File: config.mk
export PLATFORM = sky130hd
export DESIGN_NAME = mem_arbiter
export DESIGN_NICKNAME = d
export VERILOG_FILES = /design/src/rtl/mem_arb_pkg.sv /design/src/rtl/mem_arbiter.sv
export SDC_FILE = /design/constraint.sdc
export NUM_CORES = 1
export LEC_CHECK = 0
export BUFFER_PORTS_ARGS = -buffer_cell sky130_fd_sc_hd__buf_2
export CORE_AREA = 2 2 97 99
export DETAILED_ROUTE_END_ITERATION = 7
export DIE_AREA = 0 0 99 101
export GPL_TIMING_DRIVEN = 0
export SYNTH_ARGS = -nofsm -noshare
export SYNTH_HDL_FRONTEND = slang
export SYNTH_SLANG_ARGS = --single-unit
File: constraint.sdc
create_clock -name clk -period 2.3 [get_ports clk]
set_input_delay 0.115 -clock clk [delete_from_list [all_inputs] [get_ports clk]]
set_output_delay 0.115 -clock clk [all_outputs]
set_load 0.05 [all_outputs]
File: src/rtl/mem_arb_pkg.sv
`default_nettype none
// +------------------------------------------------------------------+
// | Module   : mem_arb_pkg                                           |
// | Purpose  : Shared types and defaults for the two-requester       |
// |            memory-port arbiter (mem_arbiter).                    |
// | Revision : 1.0  initial release                                  |
// +------------------------------------------------------------------+
package mem_arb_pkg;

    // Ownership state of the shared memory port
    typedef enum logic [1:0] {
        IDLE  = 2'd0,
        OWN_A = 2'd1,
        OWN_B = 2'd2
    } state_t;

    // Identity of the requester that most recently took the port
    typedef enum logic {
        OWNER_A = 1'b0,
        OWNER_B = 1'b1
    } owner_t;

    // Default burst limit before the waiting requester is given the port
    localparam int c_MAX_HOLD_DEFAULT = 8;

endpackage : mem_arb_pkg
`default_nettype wire

File: src/rtl/mem_arbiter.sv
`default_nettype none
// +------------------------------------------------------------------+
// | Module   : mem_arbiter                                           |
// | Purpose  : Arbitrates one synchronous memory port between a      |
// |            cache (A) and a UART controller (B) with a bounded    |
// |            burst length and zero-dead-cycle grant hand-over.     |
// | Options  : ARB_ROUND_ROBIN_EN - idle ties go to the requester    |
// |            that did not own the port last (default: A wins).     |
// | Revision : 1.0  initial release                                  |
// +------------------------------------------------------------------+
module mem_arbiter
    import mem_arb_pkg::*;
#(
    parameter int ADDR_WIDTH = 16,
    parameter int DATA_WIDTH = 32,
    parameter int MAX_HOLD   = c_MAX_HOLD_DEFAULT
) (
    input  logic                  clk,
    input  logic                  rst,
    input  logic                  a_req,
    input  logic                  a_we,
    input  logic [ADDR_WIDTH-1:0] a_addr,
    input  logic [DATA_WIDTH-1:0] a_wdata,
    input  logic                  b_req,
    input  logic                  b_we,
    input  logic [ADDR_WIDTH-1:0] b_addr,
    input  logic [DATA_WIDTH-1:0] b_wdata,
    output logic                  a_gnt,
    output logic [DATA_WIDTH-1:0] a_rdata,
    output logic                  a_rvalid,
    output logic                  b_gnt,
    output logic [DATA_WIDTH-1:0] b_rdata,
    output logic                  b_rvalid,
    output logic                  mem_en,
    output logic                  mem_we,
    output logic [ADDR_WIDTH-1:0] mem_addr,
    output logic [DATA_WIDTH-1:0] mem_di,
    input  logic [DATA_WIDTH-1:0] mem_do
);

    localparam logic [7:0] c_HOLD_LIMIT = 8'(MAX_HOLD);

    state_t     r_state;
    logic [7:0] r_hold;
    logic       r_a_rvalid;
    logic       r_b_rvalid;
`ifdef ARB_ROUND_ROBIN_EN
    owner_t     r_last_owner;
`endif

    state_t     w_next_state;
    state_t     w_tie_state;
    logic       w_a_acc;
    logic       w_b_acc;
    logic [7:0] w_hold_inc;

    // Grants come straight from the registered state
    assign a_gnt   = (r_state == OWN_A);
    assign b_gnt   = (r_state == OWN_B);

    // An access happens only while the owner keeps requesting
    assign w_a_acc = a_req && a_gnt;
    assign w_b_acc = b_req && b_gnt;

    // Owner's request is passed through to the memory in the same cycle
    assign mem_en   = w_a_acc || w_b_acc;
    assign mem_we   = (w_a_acc && a_we) || (w_b_acc && b_we);
    assign mem_addr = b_gnt ? b_addr  : a_addr;
    assign mem_di   = b_gnt ? b_wdata : a_wdata;

    // Read data is broadcast; rvalid tells each requester whether it is theirs
    assign a_rdata  = mem_do;
    assign b_rdata  = mem_do;
    assign a_rvalid = r_a_rvalid;
    assign b_rvalid = r_b_rvalid;

    // Hold count saturates so a lone requester can stream indefinitely
    assign w_hold_inc = (r_hold >= c_HOLD_LIMIT) ? c_HOLD_LIMIT : (r_hold + 8'd1);

`ifdef ARB_ROUND_ROBIN_EN
    assign w_tie_state = (r_last_owner == OWNER_A) ? OWN_B : OWN_A;
`else
    assign w_tie_state = OWN_A;
`endif

    // Next owner: idle pick, release on dropped request, rotate at burst limit
    always_comb begin
        w_next_state = r_state;
        case (r_state)
            IDLE: begin
                if (a_req && b_req)  w_next_state = w_tie_state;
                else if (a_req)      w_next_state = OWN_A;
                else if (b_req)      w_next_state = OWN_B;
            end
            OWN_A: begin
                if (!a_req)          w_next_state = b_req ? OWN_B : IDLE;
                else if (b_req && (w_hold_inc == c_HOLD_LIMIT))
                                     w_next_state = OWN_B;
            end
            OWN_B: begin
                if (!b_req)          w_next_state = a_req ? OWN_A : IDLE;
                else if (a_req && (w_hold_inc == c_HOLD_LIMIT))
                                     w_next_state = OWN_A;
            end
            default:                 w_next_state = IDLE;
        endcase
    end

    // State, burst counter and read-valid pulses; reset drops everything at once
    always_ff @(posedge clk or posedge rst) begin
        if (rst) begin
            r_state      <= IDLE;
            r_hold       <= 8'd0;
            r_a_rvalid   <= 1'b0;
            r_b_rvalid   <= 1'b0;
`ifdef ARB_ROUND_ROBIN_EN
            r_last_owner <= OWNER_B;
`endif
        end else begin
            r_a_rvalid <= w_a_acc && !a_we;
            r_b_rvalid <= w_b_acc && !b_we;
            r_state    <= w_next_state;
            if (w_next_state != r_state) begin
                r_hold <= 8'd0;
`ifdef ARB_ROUND_ROBIN_EN
                if (w_next_state == OWN_A)      r_last_owner <= OWNER_A;
                else if (w_next_state == OWN_B) r_last_owner <= OWNER_B;
`endif
            end else if (mem_en) begin
                r_hold <= w_hold_inc;
            end
        end
    end

endmodule : mem_arbiter
`default_nettype wire

==> results.yml <==
sta:
  rsz0062_at_grt: "false"
  drv_slew: 0
  max_slew_margin_pct: 54.8
  tns_ns: 0
  finClkSkew_ns: 0.00164
  hold_violations: 0
  period_needed_ns: 2.00
  maxClockFrequency_mhz: 501
  min_period_over_period_pct: 86.8
  finalSetupViolations: 0
  worst_pin_slew_ns: 0.671
setup_path:
  max_stage_delay_ns: 0.38
  cpMaxStageDelayCell: "mux2_2"
  timing.rr.end: "r_hold[2]$_DFFE_PP0P_"
  reg2reg_slack_ns: 0.36
  path_common_cell: "clkbuf_2"
  worstSetupStartpointType: "flip-flop"
  worstPathCellList: "nor2b_1, clkbuf_2, clkbuf_2, mux2_2, buf_2"
  end_kind: "primary output"
  crit_required_ns: 2.18
  r2r-start: "r_hold[0]$_DFFE_PP0P_"
  endpoint: "mem_di[17]"
  criticalPathCategory: "reg -> out"
  reg2regPathDepth: 6
  cp.arrival_ns: 1.88
  cp_max_fo: 10
  crit_start: "r_state[0]$_DFF_PP0_"
synth:
  syn_area_um2: 1720
  syn_inst: 184
  synth_cell_types: 31
  ys_ff_latch: 12
  synthTopCellsByArea: "mux2_2, buf_4, dfrtp_1"
  yosys.area.top_type: "mux2_2"
  seq_area_frac_synth_pct: 17.5
  synth_common_cells: "buf_4, mux2_2, dfrtp_1"
  syn-mean-instance-area_um2: 9.34
  yosysMostFrequentCell: "buf_4"
  yosys_warnings: 0
  synth-edff-count: 0
  synth_nets: 320
  async_flop_share_pct: 100
  synth_ff_type: "dfrtp_1"
  synth_top_area_share_pct: 31.4
floorplanning:
  design.core.area_um2: 8980
  dieArea_um2: 10000
  fp.dieH_um: 101
  std_cell_rows: 35
  initial_core_util_pct: 19.1
  die_w_um: 99
  pin_count: 252
layout:
  diodes: 0
  layout-drive-gt1-share_pct: 85.0
  finalInstanceArea_um2: 3010
  fin_nets: 544
  fillers: 955
  area_growth_pct: 75.0
route:
  viasPerCell: 3.94
  final_antenna_net_count: 0
  drtIter0Drc: 29
  route.vias.total: 2036
  drc: 0
  first_pass_iters: 4
  drt-total-wl_um: 6700
  wl_per_cell_um: 13.0
clock_network:
  cts_root_buffer: "clkbuf_8"
  clock_sinks: 12
  h-tree-depth: 1
  cts_buffers: 3
  postCtsSetupBuffers: 0
  clock_path_buffers: 2
  worstSkewPairLatency_ns: 0.24
  cts_tree: "built"
  clk_pin_slew_ns: 0.05
global_routing:
  grt_pass1_vias: 1987
  grt_max_degree: 13
  grt-ovfl-total: 0
  grtUsageTotal_pct: 11.8
  antenna_found_initial: 0
  grt_pass1_wl_um: 9630
placement:
  gp_congestion: 0.813
  io_buffer_count: 218
  post_dp_cell_area_um2: 2950
  hpwl_um: 5950
pwr:
  max-vdd-ir-drop_v: 0.000229
  power.density_nw_per_um2: 541
  p_leak_uw: 0.00171
run:
  drv_cap: 0
status:
  status: "finished, final reports clean"
min_path:
  worstHoldPathType: "in -> reg"
  min_from: "b_we"
## power by group
group          internal, uW  total, uW  switching (uW)
sequential              223        228            5.65
combinational           384       1210             824
clock                   115        191            75.3
## per-layer routing
| layer | wire length (um) | vias up | track usage, % |
|---|---|---|---|
| met5 | 0 | - | 0 |
| met4 | 23 | 0 | 1.16 |
| met3 | 476 | 4 | 2.50 |
| met2 | 3690 | 95 | 22.7 |
| met1 | 2510 | 920 | 13.8 |
| li1 | - | 1017 | - |
## sequential cells by signal, indices dropped and copies added (netlist names)
register and count:
a_rvalid 1, b_rvalid 1, r_hold 8, r_state 2
## per-stage QoR
step	hold WS [ns]	total power, uW	setup slack [ns]	cells	utilization (%)
floorplan	-0.0203	1170	0.284	184	-
global placement	0.150	1430	0.112	513	32.9
detailed placement	0.154	1440	0.129	513	32.9
CTS	0.0472	1650	0.0140	517	33.5
global route	0.0465	1710	0.183	517	33.5
finish	0.0541	1630	0.304	517	33.5
## critical path: cells and delay by family (launching register included)
kind / cells / cell delay (ns)
buffers and inverters: 3 / 0.77
flip-flops: 1 / 0.37
multiplexers: 1 / 0.38
AND/OR/NAND/NOR: 1 / 0.11
## logic make-up after synthesis
family / after synthesis / share of synthesized area (%)
DFF: 12 / 17.5
buffers and inverters: 79 / 31.3
and+or+nand+nor: 24 / 8.95
adders and majority gates: 2 / 1.46
AOI/OAI and AO/OA: 18 / 8.81
muxes: 49 / 32.0
## final cells by class
cell class	instances	area (um^2)	area share (%)
plain buffers	73	523	17.4
inverters	6	22.5	0.749
repair buffers	219	1100	36.6
flip-flops and latches	12	300	9.98
multi-input cells	93	881	29.3
clock buffers	3	41.3	1.37
well taps	111	139	4.62
## cells in the final DEF, fill, tap and decap left out, types with 4 or more instances in the layout
cell type / netlist / final
buf_2: 0 / 218
buf_4: 64 / 64
mux2_2: 48 / 48
dfrtp_1: 12 / 12
clkbuf_2: 1 / 7
inv_1: 6 / 6
and2_1: 4 / 4
nor2b_1: 4 / 4
a21oi_1: 4 / 4
o21ai_0: 4 / 4
## worst min-delay path by stage
stage | cells past startpoint | slack [ns] | to
floorplan | 1 | -0.02 | a_rvalid$_DFF_PP0_
global placement | 2 | 0.15 | r_hold[4]$_DFFE_PP0P_
detailed placement | 2 | 0.15 | a_rvalid$_DFF_PP0_
CTS | 2 | 0.05 | b_rvalid$_DFF_PP0_
global route | 2 | 0.05 | b_rvalid$_DFF_PP0_
finish | 2 | 0.05 | b_rvalid$_DFF_PP0_
## timing repair
item	CTS	global route
gates resized for setup	4	4
hold buffers	1	0
endpoints found under the setup margin	40	19
hold endpoints to repair	12	0
(Power assumes the default switching activity.)
